==> config.mk <==
export PLATFORM = sky130hd
export DESIGN_NAME = root_host_queue
export DESIGN_NICKNAME = d
export VERILOG_FILES = /design/src/rtl/root_host_queue_pkg.sv /design/src/rtl/root_host_queue_sync_fifo.sv /design/src/rtl/root_host_queue.sv
export SDC_FILE = /design/constraint.sdc
export NUM_CORES = 1
export LEC_CHECK = 0
export CAP_MARGIN = 20
export CORE_MARGIN = 2
export CORE_UTILIZATION = 45
export DETAILED_ROUTE_END_ITERATION = 8
export DONT_BUFFER_PORTS = 1
export GPL_TIMING_DRIVEN = 0
export PLACE_DENSITY_LB_ADDON = 0.08
export SLEW_MARGIN = 20
export SYNTH_ARGS = -nofsm -noshare
export SYNTH_HDL_FRONTEND = slang
export SYNTH_HIERARCHICAL = 1
export SYNTH_SLANG_ARGS = --single-unit
==> constraint.sdc <==
create_clock -name clk -period 7.26 [get_ports clk]
set_input_delay 0.726 -clock clk [delete_from_list [all_inputs] [get_ports clk]]
set_output_delay 0.726 -clock clk [all_outputs]
set_load 0.01 [all_outputs]
==> src/rtl/root_host_queue_pkg.sv <==
// Shared definitions for the host request queue: command op encoding and
// the width of one buffered command entry.
package root_host_queue_pkg;

  localparam logic OP_WRITE = 1'b0;
  localparam logic OP_READ  = 1'b1;

  // Width of the outstanding-read counter (supports up to 15 reads in flight).
  localparam int OUT_W = 4;

  // One FIFO entry is {op, addr, data}.
  function automatic int cmd_entry_w(input int addr_w, input int data_w);
    return addr_w + data_w + 1;
  endfunction

endpackage

==> src/rtl/root_host_queue_sync_fifo.sv <==
// Synchronous FIFO with registered storage and wrap-bit pointers.
// Push is refused when full, pop is ignored when empty; there is no bypass path.
module root_host_queue_sync_fifo #(
  parameter int WIDTH = 8,
  parameter int DEPTH = 8
) (
  input  logic                   clk,
  input  logic                   rst,
  input  logic                   push_i,
  input  logic [WIDTH-1:0]       push_data_i,
  input  logic                   pop_i,
  output logic [WIDTH-1:0]       pop_data_o,
  output logic                   full_o,
  output logic                   empty_o,
  output logic [$clog2(DEPTH):0] count_o
);

  localparam int AW = $clog2(DEPTH);

  logic [AW:0]      wr_ptr_q, wr_ptr_d;
  logic [AW:0]      rd_ptr_q, rd_ptr_d;
  logic [WIDTH-1:0] mem_q [DEPTH];
  logic             push_ok;
  logic             pop_ok;

  assign full_o  = (wr_ptr_q[AW] != rd_ptr_q[AW]) &&
                   (wr_ptr_q[AW-1:0] == rd_ptr_q[AW-1:0]);
  assign empty_o = (wr_ptr_q == rd_ptr_q);
  assign count_o = wr_ptr_q - rd_ptr_q;

  assign push_ok = push_i && !full_o;
  assign pop_ok  = pop_i && !empty_o;

  assign wr_ptr_d = wr_ptr_q + (AW+1)'(push_ok);
  assign rd_ptr_d = rd_ptr_q + (AW+1)'(pop_ok);

  assign pop_data_o = mem_q[rd_ptr_q[AW-1:0]];

  // NOTE: non-blocking assignments in clocked blocks so every register samples
  // its pre-edge value; blocking here would create order-dependent races.
  always_ff @(posedge clk) begin
    if (rst) begin
      wr_ptr_q <= '0;
      rd_ptr_q <= '0;
    end else begin
      wr_ptr_q <= wr_ptr_d;
      rd_ptr_q <= rd_ptr_d;
    end
  end

  // NOTE: storage is deliberately not reset; the pointers alone define which
  // entries are valid, and a reset-free array maps onto plain RAM/flops.
  always_ff @(posedge clk) begin
    if (push_ok) begin
      mem_q[wr_ptr_q[AW-1:0]] <= push_data_i;
    end
  end

endmodule

==> src/rtl/root_host_queue.sv <==
// Host-side front end of the root node: buffers host commands in order,
// dispatches them to the root write/read ports and bounds in-flight reads.
module root_host_queue
  import root_host_queue_pkg::*;
#(
  parameter int DATA_W  = 16,
  parameter int ADDR_W  = 16,
  parameter int DEPTH   = 8,
  parameter int MAX_OUT = 4
) (
  input  logic                   clk,
  input  logic                   rst,
  input  logic                   host_valid,
  output logic                   host_ready,
  input  logic                   host_op,
  input  logic [ADDR_W-1:0]      host_addr,
  input  logic [DATA_W-1:0]      host_data,
  output logic                   write_en,
  output logic [ADDR_W-1:0]      write_addr,
  output logic [DATA_W-1:0]      write_data,
  input  logic                   write_rdy,
  output logic                   read_en,
  output logic [ADDR_W-1:0]      read_addr,
  input  logic                   read_rdy,
  input  logic                   rn_data_vld,
  input  logic [DATA_W-1:0]      rn_data,
  output logic                   rn_data_rdy,
  output logic                   rsp_valid,
  output logic [DATA_W-1:0]      rsp_data,
  input  logic                   rsp_ready,
  output logic [$clog2(DEPTH):0] fifo_count,
  output logic [OUT_W-1:0]       outstanding,
  output logic                   rsp_underflow
);

  localparam int               ENTRY_W   = cmd_entry_w(ADDR_W, DATA_W);
  localparam logic [OUT_W-1:0] MAX_OUT_C = OUT_W'(MAX_OUT);

  logic [ENTRY_W-1:0] push_entry;
  logic [ENTRY_W-1:0] head_entry;
  logic               fifo_full;
  logic               fifo_empty;
  logic               head_op;
  logic [ADDR_W-1:0]  head_addr;
  logic [DATA_W-1:0]  head_data;

  logic               write_fire;
  logic               read_fire;
  logic               rsp_xfer;

  logic [OUT_W-1:0]   outstanding_q, outstanding_d;
  logic               underflow_q, underflow_d;

  assign push_entry = {host_op, host_addr, host_data};
  assign {head_op, head_addr, head_data} = head_entry;

  root_host_queue_sync_fifo #(
    .WIDTH (ENTRY_W),
    .DEPTH (DEPTH)
  ) u_cmd_fifo (
    .clk         (clk),
    .rst         (rst),
    .push_i      (host_valid),
    .push_data_i (push_entry),
    .pop_i       (write_fire || read_fire),
    .pop_data_o  (head_entry),
    .full_o      (fifo_full),
    .empty_o     (fifo_empty),
    .count_o     (fifo_count)
  );

  assign host_ready = !fifo_full;

  // Only the head is ever offered, so a throttled read also blocks later writes.
  assign write_en   = !fifo_empty && (head_op == OP_WRITE);
  assign read_en    = !fifo_empty && (head_op == OP_READ) && (outstanding_q < MAX_OUT_C);
  assign write_addr = head_addr;
  assign write_data = head_data;
  assign read_addr  = head_addr;

  assign write_fire = write_en && write_rdy;
  assign read_fire  = read_en && read_rdy;

  assign rsp_valid   = rn_data_vld;
  assign rsp_data    = rn_data;
  assign rn_data_rdy = rsp_ready;
  assign rsp_xfer    = rn_data_vld && rsp_ready;

  // NOTE: every always_comb output gets a default first so no path leaves it
  // unassigned, which would otherwise infer a latch.
  always_comb begin
    outstanding_d = outstanding_q;
    underflow_d   = underflow_q;
    if (rsp_xfer && (outstanding_q == '0)) begin
      underflow_d = 1'b1;
    end
    if (read_fire && !rsp_xfer) begin
      outstanding_d = outstanding_q + OUT_W'(1);
    end else if (rsp_xfer && !read_fire && (outstanding_q != '0)) begin
      outstanding_d = outstanding_q - OUT_W'(1);
    end
  end

  always_ff @(posedge clk) begin
    if (rst) begin
      outstanding_q <= '0;
      underflow_q   <= 1'b0;
    end else begin
      outstanding_q <= outstanding_d;
      underflow_q   <= underflow_d;
    end
  end

  assign outstanding   = outstanding_q;
  assign rsp_underflow = underflow_q;

endmodule
# ---- Word level (Yosys, flattened, before mapping)
# Memories as Yosys holds them, arrays and structs flattened. A register that Yosys moved wholly into a read port is not among the register bits.
# Cells that the tools add are included.
dict set report totals {
  register_bits 13
  ram_bits 264
  in_bits 56
  out_inout_bits 78
  word_cells 41
  n_memories 1
}
dict set report op_classes {
  addsub 5
  order_cmp 1
  n_eq_ne 3
  muxes 5
  bitwise 1
  n_reduce_logical 21
}
# name depth width read_ports rd_ports_with_merged_regs write_ports line
set mem_list {}
lappend mem_list {u_cmd_fifo.mem_q 8 33 1 1 1 root_host_queue_sync_fifo.sv:22} ;# logic [WIDTH-1:0] mem_q [DEPTH];
# op n
set op_table {}
lappend op_table {{$logic_and A1 B1 Y1} 13}
lappend op_table {{$add A4 B1 Y4} 2}
lappend op_table {{$mux W4} 2}
lappend op_table {{$add A4 B1 Y4 const B} 1}
lappend op_table {{$eq A4 B4 Y1} 1}
lappend op_table {{$logic_not A1 Y1} 4}
lappend op_table {{$logic_not A4 Y1} 1}
lappend op_table {{$lt A4 B3 Y1 const B} 1}
lappend op_table {{$reduce_bool A4 Y1} 1}
lappend op_table {{$sub A4 B1 Y4 const B} 1}
lappend op_table {{$sub A4 B4 Y4} 1}
lappend op_table {{$eq A3 B3 Y1} 1}
lappend op_table {{$mux W3} 1}
lappend op_table {{$mux W1} 2}
lappend op_table {{$reduce_bool A2 Y1} 1}
lappend op_table {{$logic_or A1 B1 Y1} 1}
lappend op_table {{$ne A1 B1 Y1} 1}
lappend op_table {{$not A1 Y1} 1}

# ---- Logic depth before layout (Yosys ltp)
dict set report logic_depth {
  ltp_word 10
  mapped_depth 14
  ltp_nobuf 11
}

# ---- By module
# The synthesis kept the hierarchy.
# module instances cells_per_inst area_per_inst_um2 seq_area_each_um2
set modules_own_cells {}
lappend modules_own_cells {root_host_queue_sync_fifo 1 512 10433.8 8087.8}
lappend modules_own_cells {root_host_queue 1 74 625.6 100.1}

# ---- Worst setup path after synthesis
# No wires, ideal clock.
dict set report synth_path {
  kind {reg2reg}
  from {register u_cmd_fifo.rd_ptr_q[1]}
  to {memory u_cmd_fifo/mem_q[0][0] in the netlist's numbering, enable pin}
  setup_ns 0.506
  t_arrival_ns 4.781
  required_time_ns 6.754
  slack_ns 1.973
  path_stages_with_launch 8
  n_path_buf 2
  period_less_slack_ns 5.287
  path_cell_list {dfxtp_1 -> clkbuf_1 -> clkinv_1 -> clkbuf_1 -> ha_1 -> nand3_1 -> o21ai_0 -> nor4_1}
}
dict set report synth_via {
  elab_chain_len 6
}
# item line
set synth_lines {}
lappend synth_lines {{start, declared} root_host_queue_sync_fifo.sv:21} ;# logic [AW:0] rd_ptr_q, rd_ptr_d;
lappend synth_lines {{start signal, assigned} root_host_queue_sync_fifo.sv:47} ;# rd_ptr_q <= rd_ptr_d;
lappend synth_lines {{$eq A3 B3 Y1} root_host_queue_sync_fifo.sv:27} ;# (wr_ptr_q[AW-1:0] == rd_ptr_q[AW-1:0]);
lappend synth_lines {{$logic_and A1 B1 Y1} root_host_queue_sync_fifo.sv:26} ;# assign full_o = (wr_ptr_q[AW] != rd_ptr_q[AW]) &&
lappend synth_lines {{$logic_not A1 Y1} root_host_queue_sync_fifo.sv:31} ;# assign push_ok = push_i && !full_o;
lappend synth_lines {{$logic_and A1 B1 Y1} root_host_queue_sync_fifo.sv:31}
lappend synth_lines {{$mux W1} root_host_queue_sync_fifo.sv:54} ;# if (push_ok) begin
lappend synth_lines {{$mux W1 (implied by the code)} root_host_queue_sync_fifo.sv:55} ;# mem_q[wr_ptr_q[AW-1:0]] <= push_data_i;
lappend synth_lines {{end, declared} root_host_queue_sync_fifo.sv:22}
# No other way between the ends.

# ---- Final worst setup path
dict set report layout_path {
  from {register u_cmd_fifo.rd_ptr_q[1]}
  to {register outstanding_q[3], in the netlist outstanding[3]}
}
dict set report layout_via {
  elab_chain_len 9
  word_cells_on_any_way 11
  classes_between {eq/ne (1); mux (1); reduce/logical (9)}
}
# item line
set layout_lines {}
lappend layout_lines {{$eq A4 B4 Y1 (*)} root_host_queue_sync_fifo.sv:28} ;# assign empty_o = (wr_ptr_q == rd_ptr_q);
lappend layout_lines {{named net fifo_empty} root_host_queue.sv:42} ;# logic fifo_empty;
lappend layout_lines {{$logic_not A1 Y1 (*)} root_host_queue.sv:76} ;# assign read_en = !fifo_empty && (head_op == OP_READ) && (outstanding_q < MAX_OUT_C);
lappend layout_lines {{$logic_and A1 B1 Y1 (*) (2 in a row)} root_host_queue.sv:76}
lappend layout_lines {{named net read_en} root_host_queue.sv:22} ;# output logic read_en,
lappend layout_lines {{$logic_and A1 B1 Y1 (*)} root_host_queue.sv:82} ;# assign read_fire = read_en && read_rdy;
lappend layout_lines {{$logic_not A1 Y1} root_host_queue.sv:99} ;# end else if (rsp_xfer && !read_fire && (outstanding_q != '0)) begin
lappend layout_lines {{$logic_and A1 B1 Y1 (2 in a row)} root_host_queue.sv:99}
lappend layout_lines {{$reduce_bool A2 Y1 (no line)} n/a}
lappend layout_lines {{end signal, assigned} root_host_queue.sv:109} ;# outstanding_q <= outstanding_d;
lappend layout_lines {{end, declared} root_host_queue.sv:51} ;# logic [OUT_W-1:0] outstanding_q, outstanding_d;
# Mark *: on every way through the listed nets, which the timed path passes. The rest lies on a longest branch.
# A chain may end at the register's enable or synchronous reset.

==> impl_metrics.ini <==
[clock_tree]
clockBufferDepth = 3
cts_buffers = 29
cts_hold_buf = 0
clock_latency_ps = 530
cts-resized-gates = 0
cts_tree = done
clock-sinks = 277
clkSlewWorstSetupHoldPaths_ps = 60
cts_setup_buffers = 0
cts_max_level = 1
cts_root_buffer = clkbuf_16

[global_route]
grt_max_degree = 20
grt_use_total_pct = 17.1
met2_usage_pct = 30.2
grt_pass1_wl_um = 33100
antenna_found_initial = 0
overflow = 0
gr-usage-met1_pct = 21.5
first_global_vias = 5614
grt_use_met3_pct = 3.59
busiest_layer = met2

[critical_path]
worstSetupStartpointType = register
crit_buf_inv = 5
arrival_ps = 4770
cp_data_required_time_ps = 7740
crit_path_max_fanout = 10
crit_chain = clkbuf_1, clkinv_1, clkbuf_1, ha_1, and4_1, nor4b_4, and3_1, buf_6, inv_4, ha_1, a21o_1, a21oi_1, nor4b_1, a311o_1
endpoint_kind = register
crit_slowest_cell = dfxtp_1
slowest_delay_ps = 430
critPathTopFamily = buffers and inverters
path_class = reg -> reg

[sta]
fin_worst_skew_ps = 10.9
min_period_over_period_pct = 59.2
fin_ws_ps = 2960
tightest_slew_ps = 884
setup_viol = 0
rsz0062_at_grt = false
slew_headroom_pct = 40.6
fmax_mhz = 233
hold_viol = 0
finalCriticalPeriod_ps = 4300
final_max_slew_viol_count = 0

[drt]
drt_first_pass_iters = 4
vias = 5260
drc_errors = 0
wirelength_um = 21700
drt_iter0_drc = 237
ant_nets = 0
vias_per_cell = 5.33
wl_per_cell_um = 22.0

[synth]
yosysWarnings = 6
ys_types = 39
synth-seq-cells = 277
synth_seq_area_share_pct = 74.0
syn_avg_cell_area_um2 = 18.9
syn_inst = 586
syn-cell-area_um2 = 11100
synthesis.nets = 653

[hold_path]
min_path_type = in -> reg

[placed_design]
port_buffers = 0
dp_slack_ps = 2940
dpl.hpwl_um = 14500
dp.cells = 938
gp_congestion = 0.759

[floorplanning]
ios = 134
die_w_um = 161
die_height_um = 161
initial_core_util_pct = 45.6
placementRows = 57
core-area_um2 = 24200
dieArea_um2 = 25800

[layout]
layout_common_cells = edfxtp_1 (264), nand2_1 (103), mux4_2 (66)
layout.cells.non_filler = 987
drive_gt1_share_pct = 28.1
antenna_cells = 0
final_common_cell = edfxtp_1
final_nets = 712
syn2layout_area_growth_pct = 13.7

[pwr]
powerDensity_nw_per_um2 = 278
power_leakage_nw = 4.19
peakVddDrop_mv = 0.154

[status]
status = finished, final reports clean

[run]
cap_violations = 0
==> final cells by class <==
cell class,count,area [um^2]
repair buffers,28,236
multi-input cells,239,2470
well taps,324,405
flip-flops and latches,277,8190
inverters,11,43.8
fillers,2003,11700
clock buffers,38,759
plain buffers,59,409
clock inverters,11,70.1
==> path summary, 6_finish.rpt <==
| kind | from | end | slack, ps | depth (start not counted) |
|---|---|---|---|---|
| worst min-delay path | rst | u_cmd_fifo/rd_ptr_q[0] | 260 | 1 |
| worst max-delay path | u_cmd_fifo/rd_ptr_q[1] | outstanding[3] | 2960 | 14 |
| worst min register to register | rsp_underflow | rsp_underflow | 540 | 2 |
| worst max register to register | u_cmd_fifo/rd_ptr_q[1] | outstanding[3] | 2960 | 14 |
==> metal layers <==
metal  up-vias  share of wire, %  routed length, um
met1      2719                39               8540
met3        41               5.9               1280
met4         0               2.7                584
li1       2352                 -                  -
met2       148                52              11300
met5         -                 0                  0
==> cell usage after synthesis <==
cell type	number	area, um^2
inv_4	1	6.26
ha_1	9	113
nor4_1	2	12.5
xor2_1	3	26.3
clkinv_1	1	3.75
a21o_1	1	7.51
nor3_1	5	25.0
mux2i_1	1	10.0
nand3_1	3	15.0
nor2b_1	5	31.3
and4_1	1	8.76
dfxtp_1	13	260
a31oi_1	1	6.26
a22o_1	1	8.76
nand3b_1	1	7.51
fa_1	2	40.0
inv_1	9	33.8
o21ai_1	1	5.00
buf_6	6	67.6
clkbuf_1	7	26.3
nand2_1	103	387
nand2b_1	3	18.8
mux4_2	66	1490
buf_4	36	270
and3_1	1	6.26
a21oi_1	2	10.0
buf_2	6	30.0
nor4b_4	1	23.8
a311o_1	1	10.0
xnor2_1	5	43.8
buf_1	4	15.0
nor3b_1	1	7.51
o21ai_0	2	10.0
a211oi_2	2	25.0
o41ai_1	1	8.76
nor2_1	13	48.8
o211ai_1	1	7.51
nor4b_1	1	8.76
edfxtp_1	264	7930
==> through the flow <==
stage	power, mW	TNS [ps]	utilization (%)	instance area (um^2)	hold WS [ps]
after global routing	3.65	0	51.9	12600	238
after detailed placement	2.24	0	48.5	11800	535
after CTS	3.55	0	51.9	12600	233
after global placement	2.23	-106350	47.3	11500	516
final	3.50	0	51.9	12600	258
after floorplan	2.16	0	-	11100	499
==> state kept, by name, indices dropped and copies added (netlist names) <==
name / flops
outstanding: 4
rsp_underflow: 1
u_cmd_fifo/mem_q: 264
u_cmd_fifo/rd_ptr_q: 4
u_cmd_fifo/wr_ptr_q: 4
==> power by group <==
group	switching, mW	internal [mW]
logic	0.192	0.172
clock network	0.536	0.759
registers	0.0355	1.80
==> worst reg2reg max path: cells and delay by family, from the launching register on <==
family                   cells  cell delay, ps
adder cells (fa/ha/maj)      2             700
flip-flops                   1             430
AND/OR/NAND/NOR              4            1160
buffers and inverters        5            1360
AO/OA/AOI/OAI                3             590
==> kinds of logic after synthesis <==
logic type / after synthesis / synth area share (%)
buf+inv: 70 / 4.10
xor+xnor: 8 / 0.634
fa+ha+maj: 11 / 1.38
compound gates: 13 / 0.894
simple gates: 140 / 5.43
flops: 277 / 74.0
mux: 67 / 13.5
No activity file was read; power rests on OpenSTA's default activity.
